===== config.mk =====
export PLATFORM = sky130hd
export DESIGN_NAME = alg_nn_ctrl_flat
export DESIGN_NICKNAME = d
export VERILOG_FILES = /design/src/rtl/alg_nn_ctrl_if.sv /design/src/rtl/alg_nn_ctrl.sv /design/src/flat_wrapper.sv
export SDC_FILE = /design/constraint.sdc
export NUM_CORES = 1
export LEC_CHECK = 0
export CAP_MARGIN = 10
export CORE_ASPECT_RATIO = 0.75
export CORE_MARGIN = 4
export CORE_UTILIZATION = 53
export CTS_CLUSTER_DIAMETER = 100
export DETAILED_ROUTE_END_ITERATION = 6
export PLACE_DENSITY = 0.81
export SYNTH_ARGS = -nofsm -noshare
export SYNTH_HDL_FRONTEND = slang
export SYNTH_SLANG_ARGS = --single-unit

===== constraint.sdc =====
create_clock -name clk -period 5.27 [get_ports clk]
set_input_delay 1.054 -clock clk [delete_from_list [all_inputs] [get_ports clk]]
set_output_delay 1.054 -clock clk [all_outputs]
set_load 0.02 [all_outputs]

===== src/rtl/alg_nn_ctrl_if.sv =====
// Sample/decision bus for alg_nn_ctrl.
// The master drives the samples and NN thresholds; the slave returns the filtered values and the tuning word.
interface alg_nn_ctrl_if #(
    parameter int N_W   = 4,
    parameter int KP_W  = 8,
    parameter int INC_W = 8,
    parameter int CW_W  = 12
);
    logic             in_valid;
    logic [N_W-1:0]   n;
    logic [KP_W-1:0]  kp;
    logic [KP_W-1:0]  k_lo;
    logic [KP_W-1:0]  k_hi;
    logic [N_W-1:0]   avg_n;
    logic [KP_W-1:0]  avg_kp;
    logic             out_valid;
    logic [INC_W-1:0] inc;
    logic [CW_W-1:0]  cw;

    modport master (
        output in_valid, n, kp, k_lo, k_hi,
        input  avg_n, avg_kp, out_valid, inc, cw
    );

    modport slave (
        input  in_valid, n, kp, k_lo, k_hi,
        output avg_n, avg_kp, out_valid, inc, cw
    );
endinterface


===== src/rtl/alg_nn_ctrl.sv =====
// PLL neural-net step-decision block: IIR pre-filter, thresholded direction with hold-off, saturating control word.
// Optional macro ALG_NN_ADAPT_STEP_EN enables step doubling on repeated same-direction commits.
module alg_nn_ctrl #(
    parameter int             N_W      = 4,
    parameter int             KP_W     = 8,
    parameter int             INC_W    = 8,
    parameter int             CW_W     = 12,
    parameter int             AVG_SH   = 2,
    parameter int             N_LO     = 3,
    parameter int             HOLD     = 2,
    parameter logic [CW_W-1:0] CW_RST  = 12'h800,
    parameter int             MAX_STEP = 8
) (
    input logic         clk,
    input logic         rst,
    alg_nn_ctrl_if.slave bus
);

    localparam int N_HI     = N_LO + 1;
    localparam int ACC_N_W  = N_W + AVG_SH;
    localparam int ACC_KP_W = KP_W + AVG_SH;
    localparam int RUN_W    = (HOLD < 2) ? 1 : $clog2(HOLD + 1);
    localparam int STEP_W   = $clog2(2 * MAX_STEP + 1);
    localparam int SUM_W    = ((CW_W > INC_W) ? CW_W : INC_W) + 2;

    localparam logic signed [SUM_W-1:0] CW_MAX = SUM_W'((64'd1 << CW_W) - 64'd1);

    // Registered state
    logic [ACC_N_W-1:0]      acc_n;
    logic [ACC_KP_W-1:0]     acc_kp;
    logic [N_W-1:0]          avg_n;
    logic [KP_W-1:0]         avg_kp;
    logic                    out_valid;
    logic signed [INC_W-1:0] inc;
    logic [CW_W-1:0]         cw;
    logic [RUN_W-1:0]        run_cnt;
    logic                    last_dir;

    // Next-state values
    logic [ACC_N_W-1:0]      acc_n_nxt;
    logic [ACC_KP_W-1:0]     acc_kp_nxt;
    logic                    up;
    logic [RUN_W-1:0]        run_nxt;
    logic                    last_nxt;
    logic                    committed;
    logic [STEP_W-1:0]       eff_step;
    logic signed [INC_W-1:0] inc_nxt;
    logic signed [SUM_W-1:0] cw_sum;
    logic [CW_W-1:0]         cw_nxt;

    // NOTE: every signal assigned in an always_comb gets a default first, so no path can leave it latched.
    always_comb begin
        acc_n_nxt  = acc_n - (acc_n >> AVG_SH) + ACC_N_W'(bus.n);
        acc_kp_nxt = acc_kp - (acc_kp >> AVG_SH) + ACC_KP_W'(bus.kp);
    end

    // Threshold compares; equality with a threshold falls through to down.
    always_comb begin
        up = ((bus.n == N_W'(N_LO)) && (bus.kp < bus.k_hi)) ||
             ((bus.n == N_W'(N_HI)) && (bus.kp < bus.k_lo)) ||
             (bus.n < N_W'(N_LO));
    end

    always_comb begin
        run_nxt  = RUN_W'(1);
        last_nxt = up;
        if ((up == last_dir) && (run_cnt != '0)) begin
            last_nxt = last_dir;
            if (run_cnt >= RUN_W'(HOLD)) begin
                run_nxt = RUN_W'(HOLD);
            end else begin
                run_nxt = run_cnt + RUN_W'(1);
            end
        end
        committed = (run_nxt >= RUN_W'(HOLD));
    end

`ifdef ALG_NN_ADAPT_STEP_EN
    logic [STEP_W-1:0] step;
    logic [STEP_W-1:0] step_nxt;
    logic [STEP_W-1:0] step_dbl;
    logic              prev_vld;
    logic              prev_dir;

    // A direction change against the last commit restarts at 1 immediately.
    always_comb begin
        eff_step = step;
        if (prev_vld && (prev_dir != up)) begin
            eff_step = STEP_W'(1);
        end
        step_dbl = eff_step << 1;
        step_nxt = STEP_W'(1);
        if (committed) begin
            step_nxt = (step_dbl > STEP_W'(MAX_STEP)) ? STEP_W'(MAX_STEP) : step_dbl;
        end
    end

    always_ff @(posedge clk) begin
        if (rst) begin
            step     <= STEP_W'(1);
            prev_vld <= 1'b0;
            prev_dir <= 1'b0;
        end else if (bus.in_valid) begin
            step <= step_nxt;
            if (committed) begin
                prev_vld <= 1'b1;
                prev_dir <= up;
            end
        end
    end
`else
    assign eff_step = STEP_W'(1);
`endif

    // Sum is formed wide enough that over- and underflow are both visible before clamping.
    always_comb begin
        inc_nxt = '0;
        if (committed) begin
            inc_nxt = up ? INC_W'(eff_step) : -INC_W'(eff_step);
        end
        cw_sum = SUM_W'(signed'({1'b0, cw})) + SUM_W'(inc_nxt);
        if (cw_sum[SUM_W-1]) begin
            cw_nxt = '0;
        end else if (cw_sum > CW_MAX) begin
            cw_nxt = '1;
        end else begin
            cw_nxt = cw_sum[CW_W-1:0];
        end
    end

    // NOTE: state registers use non-blocking assignments so every flop samples pre-edge values.
    always_ff @(posedge clk) begin
        if (rst) begin
            acc_n     <= '0;
            acc_kp    <= '0;
            avg_n     <= '0;
            avg_kp    <= '0;
            out_valid <= 1'b0;
            inc       <= '0;
            cw        <= CW_RST;
            run_cnt   <= '0;
            last_dir  <= 1'b0;
        end else begin
            out_valid <= bus.in_valid;
            if (bus.in_valid) begin
                acc_n    <= acc_n_nxt;
                acc_kp   <= acc_kp_nxt;
                avg_n    <= acc_n_nxt[ACC_N_W-1:AVG_SH];
                avg_kp   <= acc_kp_nxt[ACC_KP_W-1:AVG_SH];
                inc      <= inc_nxt;
                cw       <= cw_nxt;
                run_cnt  <= run_nxt;
                last_dir <= last_nxt;
            end
        end
    end

    assign bus.avg_n     = avg_n;
    assign bus.avg_kp    = avg_kp;
    assign bus.out_valid = out_valid;
    assign bus.inc       = inc;
    assign bus.cw        = cw;

endmodule


===== src/flat_wrapper.sv =====
// flat-port wrapper written by rule: the top's interface ports become plain ports
module alg_nn_ctrl_flat 
#(
    parameter int             N_W      = 4,
    parameter int             KP_W     = 8,
    parameter int             INC_W    = 8,
    parameter int             CW_W     = 12,
    parameter int             AVG_SH   = 2,
    parameter int             N_LO     = 3,
    parameter int             HOLD     = 2,
    parameter logic [CW_W-1:0] CW_RST  = 12'h800,
    parameter int             MAX_STEP = 8
)
  (clk, rst, bus_in_valid, bus_n, bus_kp, bus_k_lo, bus_k_hi, bus_avg_n, bus_avg_kp, bus_out_valid, bus_inc, bus_cw);
  alg_nn_ctrl_if #(.N_W(N_W), .KP_W(KP_W), .INC_W(INC_W), .CW_W(CW_W)) bus_i ();
  input logic clk;
  input logic rst;
  input wire logic [$bits(bus_i.in_valid)-1:0] bus_in_valid;
  input wire logic [$bits(bus_i.n)-1:0] bus_n;
  input wire logic [$bits(bus_i.kp)-1:0] bus_kp;
  input wire logic [$bits(bus_i.k_lo)-1:0] bus_k_lo;
  input wire logic [$bits(bus_i.k_hi)-1:0] bus_k_hi;
  output wire logic [$bits(bus_i.avg_n)-1:0] bus_avg_n;
  output wire logic [$bits(bus_i.avg_kp)-1:0] bus_avg_kp;
  output wire logic [$bits(bus_i.out_valid)-1:0] bus_out_valid;
  output wire logic [$bits(bus_i.inc)-1:0] bus_inc;
  output wire logic [$bits(bus_i.cw)-1:0] bus_cw;
  assign bus_i.in_valid = bus_in_valid;
  assign bus_i.n = bus_n;
  assign bus_i.kp = bus_kp;
  assign bus_i.k_lo = bus_k_lo;
  assign bus_i.k_hi = bus_k_hi;
  assign bus_avg_n = bus_i.avg_n;
  assign bus_avg_kp = bus_i.avg_kp;
  assign bus_out_valid = bus_i.out_valid;
  assign bus_inc = bus_i.inc;
  assign bus_cw = bus_i.cw;
  alg_nn_ctrl #(.N_W(N_W), .KP_W(KP_W), .INC_W(INC_W), .CW_W(CW_W), .AVG_SH(AVG_SH), .N_LO(N_LO), .HOLD(HOLD), .CW_RST(CW_RST), .MAX_STEP(MAX_STEP)) u_core (.clk(clk), .rst(rst), .bus(bus_i));
endmodule

### Yosys cells after proc, flatten, opt, wreduce, memory -nomap -nowiden

Cells that the tools add are included.

| operators by class | value |
|---|---|
| bitwise logic cells | 1 |
| multiplexer cells | 6 |
| order comparisons | 6 |
| eq/ne operators | 3 |
| reduce and logical (&&, ||, !) cells | 7 |
| add/subtract/negate cells | 6 |

Operators by type and width:

| kind | number |
|---|---|
| 12-bit 2-to-1 mux | 2 |
| 8-bit < comparator | 2 |
| 8-bit 2-to-1 mux | 2 |
| 13-bit by 8-bit adder with 14-bit output | 1 |
| 14-bit by 13-bit > comparator with 1-bit output, second input constant | 1 |
| 10-bit by 8-bit adder with 10-bit output | 1 |
| 10-bit by 8-bit subtractor with 10-bit output | 1 |
| 6-bit by 4-bit adder with 6-bit output | 1 |
| 6-bit by 4-bit subtractor with 6-bit output | 1 |
| 4-bit by 2-bit equality test with 1-bit output, second input constant | 1 |
| 4-bit by 3-bit equality test with 1-bit output, second input constant | 1 |
| 2-bit >= comparator, second input constant | 2 |
| 4-bit by 2-bit < comparator with 1-bit output, second input constant | 1 |
| 2-bit 2-to-1 mux | 2 |
| 1-bit logical AND | 3 |
| 2-bit by 1-bit adder with 2-bit output, second input constant | 1 |
| 1-bit logical OR | 2 |
| 2-bit AND reduction | 1 |
| 2-bit nonzero test | 1 |
| 1-bit equality test | 1 |
| 1-bit NOT | 1 |

| storage, ports and cells | value |
|---|---|
| bits of input ports | 31 |
| flip-flop bits (word level) | 52 |
| word-level logic and storage cells | 38 |

### Longest topological paths before layout

Gate-level depths: netlist of run 1.

| depth | value |
|---|---|
| depth in word-level cells | 13 |
| gate-level depth with buffers | 19 |
| depth with buffers taken out | 18 |

### Least setup slack after synthesis of run 1

OpenSTA, ideal clock, no wires.

| timing | value |
|---|---|
| path type | in2reg |
| from | input bus_k_hi[7] |
| to | register u_core.cw[4] (netlist: u_core.bus.cw[4]) |
| arrival | 4303 ps |
| data required time | 5143 ps |
| cell stages on the path | 16 |
| slack | 839 ps |
| buffers on the path | 1 |
| cells stage by stage | inv_1 ha_1 nand3_1 o31ai_2 a31oi_2 a2111oi_4 inv_1 fa_1 nor2b_1 o31ai_1 a311oi_1 o31ai_1 and3_1 o21ai_2 buf_6 a22oi_1 |

| on the way | value |
|---|---|
| cells in the longest elaborated chain, start to end | 13 |
| elaborated cells on any way between the ends | 14 |

RTL lines:

| what | line | source |
|---|---|---|
| start: declaration | flat_wrapper.sv:22 | `input wire logic [$bits(bus_i.k_hi)-1:0] bus_k_hi;` |
| 8-bit < comparator * | alg_nn_ctrl.sv:59 | `up = ((bus.n == N_W'(N_LO)) && (bus.kp < bus.k_hi)) \|\|` |
| 1-bit logical AND * | alg_nn_ctrl.sv:59 |  |
| 1-bit logical OR * | alg_nn_ctrl.sv:59 |  |
| 1-bit logical OR * | alg_nn_ctrl.sv:60 | `((bus.n == N_W'(N_HI)) && (bus.kp < bus.k_lo)) \|\|` |
| 1-bit equality test | alg_nn_ctrl.sv:67 | `if ((up == last_dir) && (run_cnt != '0)) begin` |
| 1-bit logical AND | alg_nn_ctrl.sv:67 |  |
| 2-bit 2-to-1 mux | alg_nn_ctrl.sv:67 |  |
| 2-bit >= comparator | alg_nn_ctrl.sv:75 | `committed = (run_nxt >= RUN_W'(HOLD));` |
| 8-bit 2-to-1 mux * | alg_nn_ctrl.sv:118 | `if (committed) begin` |
| named net u_core.inc_nxt[1] | alg_nn_ctrl.sv:47 | `logic signed [INC_W-1:0] inc_nxt;` |
| 13-bit by 8-bit adder with 14-bit output * | alg_nn_ctrl.sv:121 | `cw_sum = SUM_W'(signed'({1'b0, cw})) + SUM_W'(inc_nxt);` |
| 14-bit by 13-bit > comparator with 1-bit output | alg_nn_ctrl.sv:124 | `end else if (cw_sum > CW_MAX) begin` |
| 12-bit 2-to-1 mux | alg_nn_ctrl.sv:124 |  |
| 12-bit 2-to-1 mux * | alg_nn_ctrl.sv:122 | `if (cw_sum[SUM_W-1]) begin` |
| end signal: assignment | alg_nn_ctrl.sv:151 | `cw <= cw_nxt;` |
| end: declaration | alg_nn_ctrl.sv:35 | `logic [CW_W-1:0] cw;` |

The timed path passes the listed nets; every way through them passes the cells marked *.
A chain may end at the register's enable or synchronous reset.

### Final worst setup path of run 1

| timing | value |
|---|---|
| from | input bus_k_hi[5] |
| to | register u_core.cw[9] (netlist: u_core.bus.cw[9]) |

| on the way | value |
|---|---|
| cells in the longest elaborated chain, start to end | 13 |
| elaborated cells on any way between the ends | 14 |

RTL lines:

| what | line | source |
|---|---|---|
| 8-bit < comparator * | alg_nn_ctrl.sv:59 |  |
| 1-bit logical AND * | alg_nn_ctrl.sv:59 |  |
| 1-bit logical OR * | alg_nn_ctrl.sv:59 |  |
| 1-bit logical OR * | alg_nn_ctrl.sv:60 |  |
| 1-bit equality test * | alg_nn_ctrl.sv:67 |  |
| 1-bit logical AND * | alg_nn_ctrl.sv:67 |  |
| 2-bit 2-to-1 mux * | alg_nn_ctrl.sv:67 |  |
| 2-bit >= comparator * | alg_nn_ctrl.sv:75 |  |
| named net u_core.committed | alg_nn_ctrl.sv:45 | `logic committed;` |
| 8-bit 2-to-1 mux * | alg_nn_ctrl.sv:118 |  |
| 13-bit by 8-bit adder with 14-bit output * | alg_nn_ctrl.sv:121 |  |
| 14-bit by 13-bit > comparator with 1-bit output | alg_nn_ctrl.sv:124 |  |
| 12-bit 2-to-1 mux | alg_nn_ctrl.sv:124 |  |
| 12-bit 2-to-1 mux * | alg_nn_ctrl.sv:122 |  |

Marks and branches as above.

==> qor.csv, run 1 <==
metric;value;unit
Primary FF master, synth;dfxtp_1;
min cycle time layout;4.87;ns
CTS root buffer;clkbuf_8;
Synth top area share;20.4;%
Critical Path RT;5.44;ns
fill count;483;
CTS Sinks;34;
Syn Inst Count;418;
share of cells above drive strength 1;4.47;%
maximum root-to-sink buffer count;2;
syn avg cell area;7.97;µm²
Worst Hold Class;flip-flop to flip-flop;
synth warn;0;
number of flops mapped to enable cells by yosys;0;
vias per cell;5.36;
Stages on worst setup path;20;
Core Region;5950;µm²
Cell Chain, Critical Path;clkdlybuf4s50_1, inv_1, ha_1, a211oi_1, o31ai_2, a31oi_2, a21oi_1, xnor2_1, nor2_1, ha_1, inv_1, fa_1, nor2b_1, o31ai_1, a311oi_1, o31ai_1, and3_1, o21ai_2, buf_4, a22oi_1;
fmax;0.205;GHz
port bufs;63;
top cells by count, synth;inv_1, ha_1, dfxtp_1, nor2_1, nand2_1;
Max Cap Viol;0;
design area;4030;µm²
Worst Skew;0.00558;ns
IO Pins;64;
worst reg2reg path startpoint;u_core.run_cnt[1];
DP HPWL;6.25;mm
H-tree depth;2;
#FFs+latches synth;34;
CTS tree;built;
initial antenna violation count;0;
Synth area leader;dfxtp_1;
register area;681;µm²
register area share after synthesis;20.4;%
final setup vio count;0;
Worst path top cell family by delay;compound AO/OA/AOI/OAI gates;
critical path class;input port to flip-flop;
global-route wire length before repair;13.2;mm
DRC;0;
Final Hold Fails;0;
main combinational cell family by area after synthesis;adder cells;
Synth Area in Compound Gates;20.9;%
CP endpoint;u_core.bus.cw[9];
detailed-route wire length per cell;14.1;µm
multiplexer share of the synthesized area;2.71;%
Mapped Area;3330;µm²
Leak Pwr;0.00187;µW
adder-cell share of the synthesized area;24.0;%
flop-to-flop setup slack;2.18;ns
critical-path cell with the highest stage delay;clkdlybuf4s50_1;
synthesis-to-layout area growth;21.0;%
RSZ-0062 raised after global routing;false;
DR iter-0 viols;133;
count leader, synth;inv_1;
Distinct cells, synth;50;
top post-synthesis cells by area;dfxtp_1, ha_1, inv_1, fa_1, buf_4;
Num CTS Buffers;5;
placed cell area;3940;µm²
Final nets;556;
clk_lat worst skew;0.30;ns
ANT nets after route;0;
hold path depth;2;
ys async rst share;0;%
Starting Density;56.0;%
Pins Over Slew Limit;0;
Power Density;420;nW/µm²
diodes inserted;0;
area share of and/or/nand/nor cells after synthesis;13.1;%
# rows;24;
GRT Util Overall;21.1;%
peak supply drop;0.336;mV
routability cong.;0.897;
grt ovf;0;
Die H;76.6;µm
Final period util;92.3;%
max_slew headroom;57.7;%
Post-Synth XOR/XNOR Area;4.74;%
sum of negative setup slack;0;ns
clock slew at reported path FFs;0.08;ns
Critical Path Source;bus_k_hi[5];
post_cts resized;0;
crit path buf inv count;4;
critical path endpoint category;flip-flop;
Via Count;2939;
die width;99.5;µm
post-CTS setup buffer count;0;
reg2reg end;u_core.bus.cw[9];
Worst Path Max Fanout;11;
Detailed Routing Iterations Pass 1;4;
R2R cell count;13;
Post-Route WL;7.75;mm
largest net degree at the start of global routing;28;
Hold Crit Start;u_core.run_cnt[1];
area of the multi-input gates;2180;µm²
cts hold-fix bufs;0;
Mapped Nets;505;
worst path arrival time;5.04;ns
Die ar.;7630;µm²
Startpoint Class;input port;
CP max stage delay;0.45;ns
status;finished clean;
Worst-Margin Slew;0.632;ns
vias in the first global route;2891;
[metal layers]
metal  vias up  GRT usage (%)  part of all wire [%]
met4         0           5.05                   1.0
met3         7           3.11                   4.0
met1      1366           27.4                    47
met5         -              0                     0
met2        58           36.5                    48
li1       1508              -                     -
[power breakdown]
part	leakage, µW	internal, µW	switching [µW]
registers	0.000279	313	64.9
clock network	0.0000482	106	106
logic	0.00154	519	583
total	0.00187	937	754
[registers in the layout (all words and copies together), names as in the netlist]
signal / count
u_core.acc_n: 2
u_core.bus.inc: 2
u_core.bus.cw: 12
u_core.bus.avg_n: 4
u_core.bus.out_valid: 1
u_core.run_cnt: 2
u_core.last_dir: 1
u_core.bus.avg_kp: 8
u_core.acc_kp: 2
[per-stage QoR]
step                      setup slack (ns)  total power [µW]  instances  util (%)  hold slack [ns]
after detailed placement             0.146              1480        540      66.2            0.464
after global routing                0.0857              1880        548      67.8            0.503
final                                0.403              1690        548      67.8            0.476
after global placement               0.299              1430        540      66.2            0.460
after CTS                            0.443              1700        548      67.8            0.475
after floorplan                      0.839              1240        418         -            0.445
[area by class of cell]
| type | count | area share (%) |
|---|---|---|
| tap | 78 | 2.42 |
| timing repair buffer | 70 | 17.0 |
| clock buffer | 7 | 2.14 |
| inverter | 79 | 7.36 |
| multi-input combinational | 279 | 54.1 |
| clock inverter | 1 | 0.124 |
| sequential | 34 | 16.9 |
[cell usage in the layout, fill, tap and decap left out, types with 6 or more instances in the layout]
cell type,Yosys,layout
a21boi_0,6,6
clkdlybuf4s50_1,0,63
nor3_1,12,12
a22oi_1,8,8
o21ai_0,17,17
nor2_1,32,32
buf_4,18,7
clkbuf_8,0,6
a21oi_1,26,26
ha_1,43,43
nand2_1,28,28
mux2i_1,9,9
xnor2_1,13,13
inv_1,78,78
a211oi_1,6,6
dfxtp_1,34,34
fa_1,13,13
[worst min-delay path, delay by kind of cell (launching register included)]
family          cells  cell delay, ns
flops               1            0.32
simple gates        1            0.06
compound gates      1            0.05
[cell families after synthesis]
logic type      count (synthesis)
compound gates                101
xor+xnor                       18
fa+ha+maj                      56
buf+inv                       105
flops                          34
mux                             9
simple gates                   95
[how the worst min path moves through the flow]
stage,slack [ns],to
after floorplan,0.45,u_core.run_cnt[1]
after global placement,0.46,u_core.run_cnt[1]
after detailed placement,0.46,u_core.run_cnt[1]
after CTS,0.48,u_core.run_cnt[1]
after global routing,0.50,u_core.bus.inc[0]
final,0.48,u_core.run_cnt[1]
Power figures use the tool's default switching activity.
==> run 2: changes to the inputs <==
Settings changed: CORE_MARGIN 4 to unset, GPL_TIMING_DRIVEN set to 0.
==> run 2 against run 1 <==
  * Hold slack improved by 0.0043 ns
  * Register-to-register slack got worse by 0.03 ns
  * Sequential power about the same
  * Routed wire length is 3.8% higher
  * First-iteration DRC count increased by 9.8%
  * Clock skew up 0.0022 ns
  * Largest power group unchanged
==> qor.csv, run 2 (synthesis results as in run 1) <==
metric;value;unit
H-tree depth;2;
peak supply drop;0.345;mV
Power Density;415;nW/µm²
CTS tree;built;
clk_lat worst skew;0.30;ns
Via Count;3101;
die width;93.5;µm
fmax;0.201;GHz
Final nets;578;
Starting Density;56.0;%
Tot Pwr;1730;µW
Die H;70.6;µm
pre-CTS setup slack;-0.442;ns
Final Hold Fails;0;
diodes inserted;0;
Core Region;5950;µm²
Post-Route WL;8.04;mm
port bufs;61;
max_slew headroom;49.1;%
share of cells above drive strength 1;8.76;%
critical path class;input port to flip-flop;
number of flip-flops in the largest register;12;
fill count;492;
Worst Hold Class;flip-flop to flip-flop;
routability cong.;0.881;
Num CTS Buffers;5;
Worst Path Max Fanout;10;
Leak Pwr;0.00196;µW
ANT nets after route;0;
maximum root-to-sink buffer count;2;
Worst-Margin Slew;0.761;ns
synthesis-to-layout area growth;25.5;%
DRC;0;
status;finished clean;
DP HPWL;6.37;mm
initial antenna violation count;0;
Worst Skew;0.00782;ns
min cycle time layout;4.98;ns
final setup vio count;0;
vias in the first global route;3011;
commonest non-fill, non-tap cell in the layout;inv_1;
Critical Path Source;bus_kp[7];
most frequent cells in the layout;inv_1, clkdlybuf4s50_1, ha_1;
RSZ-0062 raised after global routing;false;
Core Util, Final;70.3;%
sum of negative setup slack;0;ns
register area;681;µm²
grt ovf;0;
Hold Crit Start;u_core.run_cnt[1];
CTS Sinks;34;
Final period util;94.6;%
largest net degree at the start of global routing;11;
worst hold margin;0.480;ns
IO Pins;64;
cts hold-fix bufs;0;
DR iter-0 viols;146;
vias per cell;5.45;
Pins Over Slew Limit;0;
GRT Util Overall;26.4;%
Top reg by flops;u_core.bus.cw;
detailed-route wire length per cell;14.1;µm
global-route wire length before repair;13.7;mm
Setup WS post-layout;0.286;ns
Max Cap Viol;0;
worst reg2reg path startpoint;u_core.bus.avg_kp[0];
clock slew at reported path FFs;0.07;ns
area of the multi-input gates;2200;µm²
Critical Path RT;5.44;ns
Startpoint Class;input port;
# rows;24;
CTS root buffer;clkbuf_8;
Die ar.;6610;µm²
worst path arrival time;5.16;ns
Detailed Routing Iterations Pass 1;4;
biggest regs;u_core.bus.cw x12, u_core.bus.avg_kp x8, u_core.bus.avg_n x4;
critical path endpoint category;flip-flop;
## run 2: cell types whose count changed in the layout (fill, tap and decap cells not counted), sizes merged
cell / change
buf: +19
clkbuf: +3
clkdlybuf4s50: -2
clkinv: +1
## run 2: power breakdown
group	internal [µW]	leakage (µW)	switching, µW
clock	88.8	0.0000438	103
sequential	313	0.000279	65.9
combinational	560	0.00163	603
total	962	0.00196	772
## run 2: layer usage
layer,up-vias,global-route usage [%],part of all wire [%]
li1,1552,-,-
met1,1442,36.3,48
met2,92,42.0,44
met3,15,5.16,5.9
met4,0,8.03,1.5
met5,-,0,0
## run 2: cell type report
type / instances / area share [%]
Timing Repair Buffer: 66 / 15.5
Multi-Input combinational cell: 279 / 52.8
Clock inverter: 2 / 0.240
Sequential cell: 34 / 16.3
Tap cell: 78 / 2.34
Clock buffer: 5 / 1.65
Buffer: 26 / 4.13
Inverter: 79 / 7.10
## run 2: critical path, cell delays in order
cell and delay, ns:
clkdlybuf4s50_1 0.52, ha_1 0.23, a311oi_1 0.37, o31ai_2 0.13
a31oi_2 0.25, a21oi_1 0.11, xnor2_1 0.16, nor2_1 0.13
ha_1 0.21, inv_1 0.07, fa_1 0.42, nor2b_1 0.21
o31ai_2 0.13, a311oi_2 0.36, o31ai_1 0.12, and3_1 0.20
o21ai_2 0.21, buf_6 0.19, a22oi_1 0.07
## run 2: timing repair
| item | 4_1_cts | 5_1_grt |
|---|---|---|
| setup endpoints to repair | 12 | 12 |
| endpoints found under the hold margin | 0 | 0 |
| gates cloned | 0 | 0 |
| gates resized for setup | 0 | 5 |
| pin swaps | 1 | 0 |
| buffers inserted | 5 | 0 |
## run 2: worst paths after layout
check | end | slack, ns | cells after the start
setup / recovery | u_core.bus.cw[0] | 0.29 | 19
hold / removal | u_core.run_cnt[1] | 0.48 | 2
setup reg to reg | u_core.bus.avg_kp[6] | 2.15 | 11
hold reg to reg | u_core.run_cnt[1] | 0.48 | 2
## run 2: stage by stage
| stage | std cells | area (µm²) |
|---|---|---|
| floorplan | 418 | 3330 |
| global placement | 557 | 4040 |
| detailed placement | 557 | 4040 |
| CTS | 569 | 4150 |
| global route | 569 | 4180 |
| finish | 569 | 4180 |
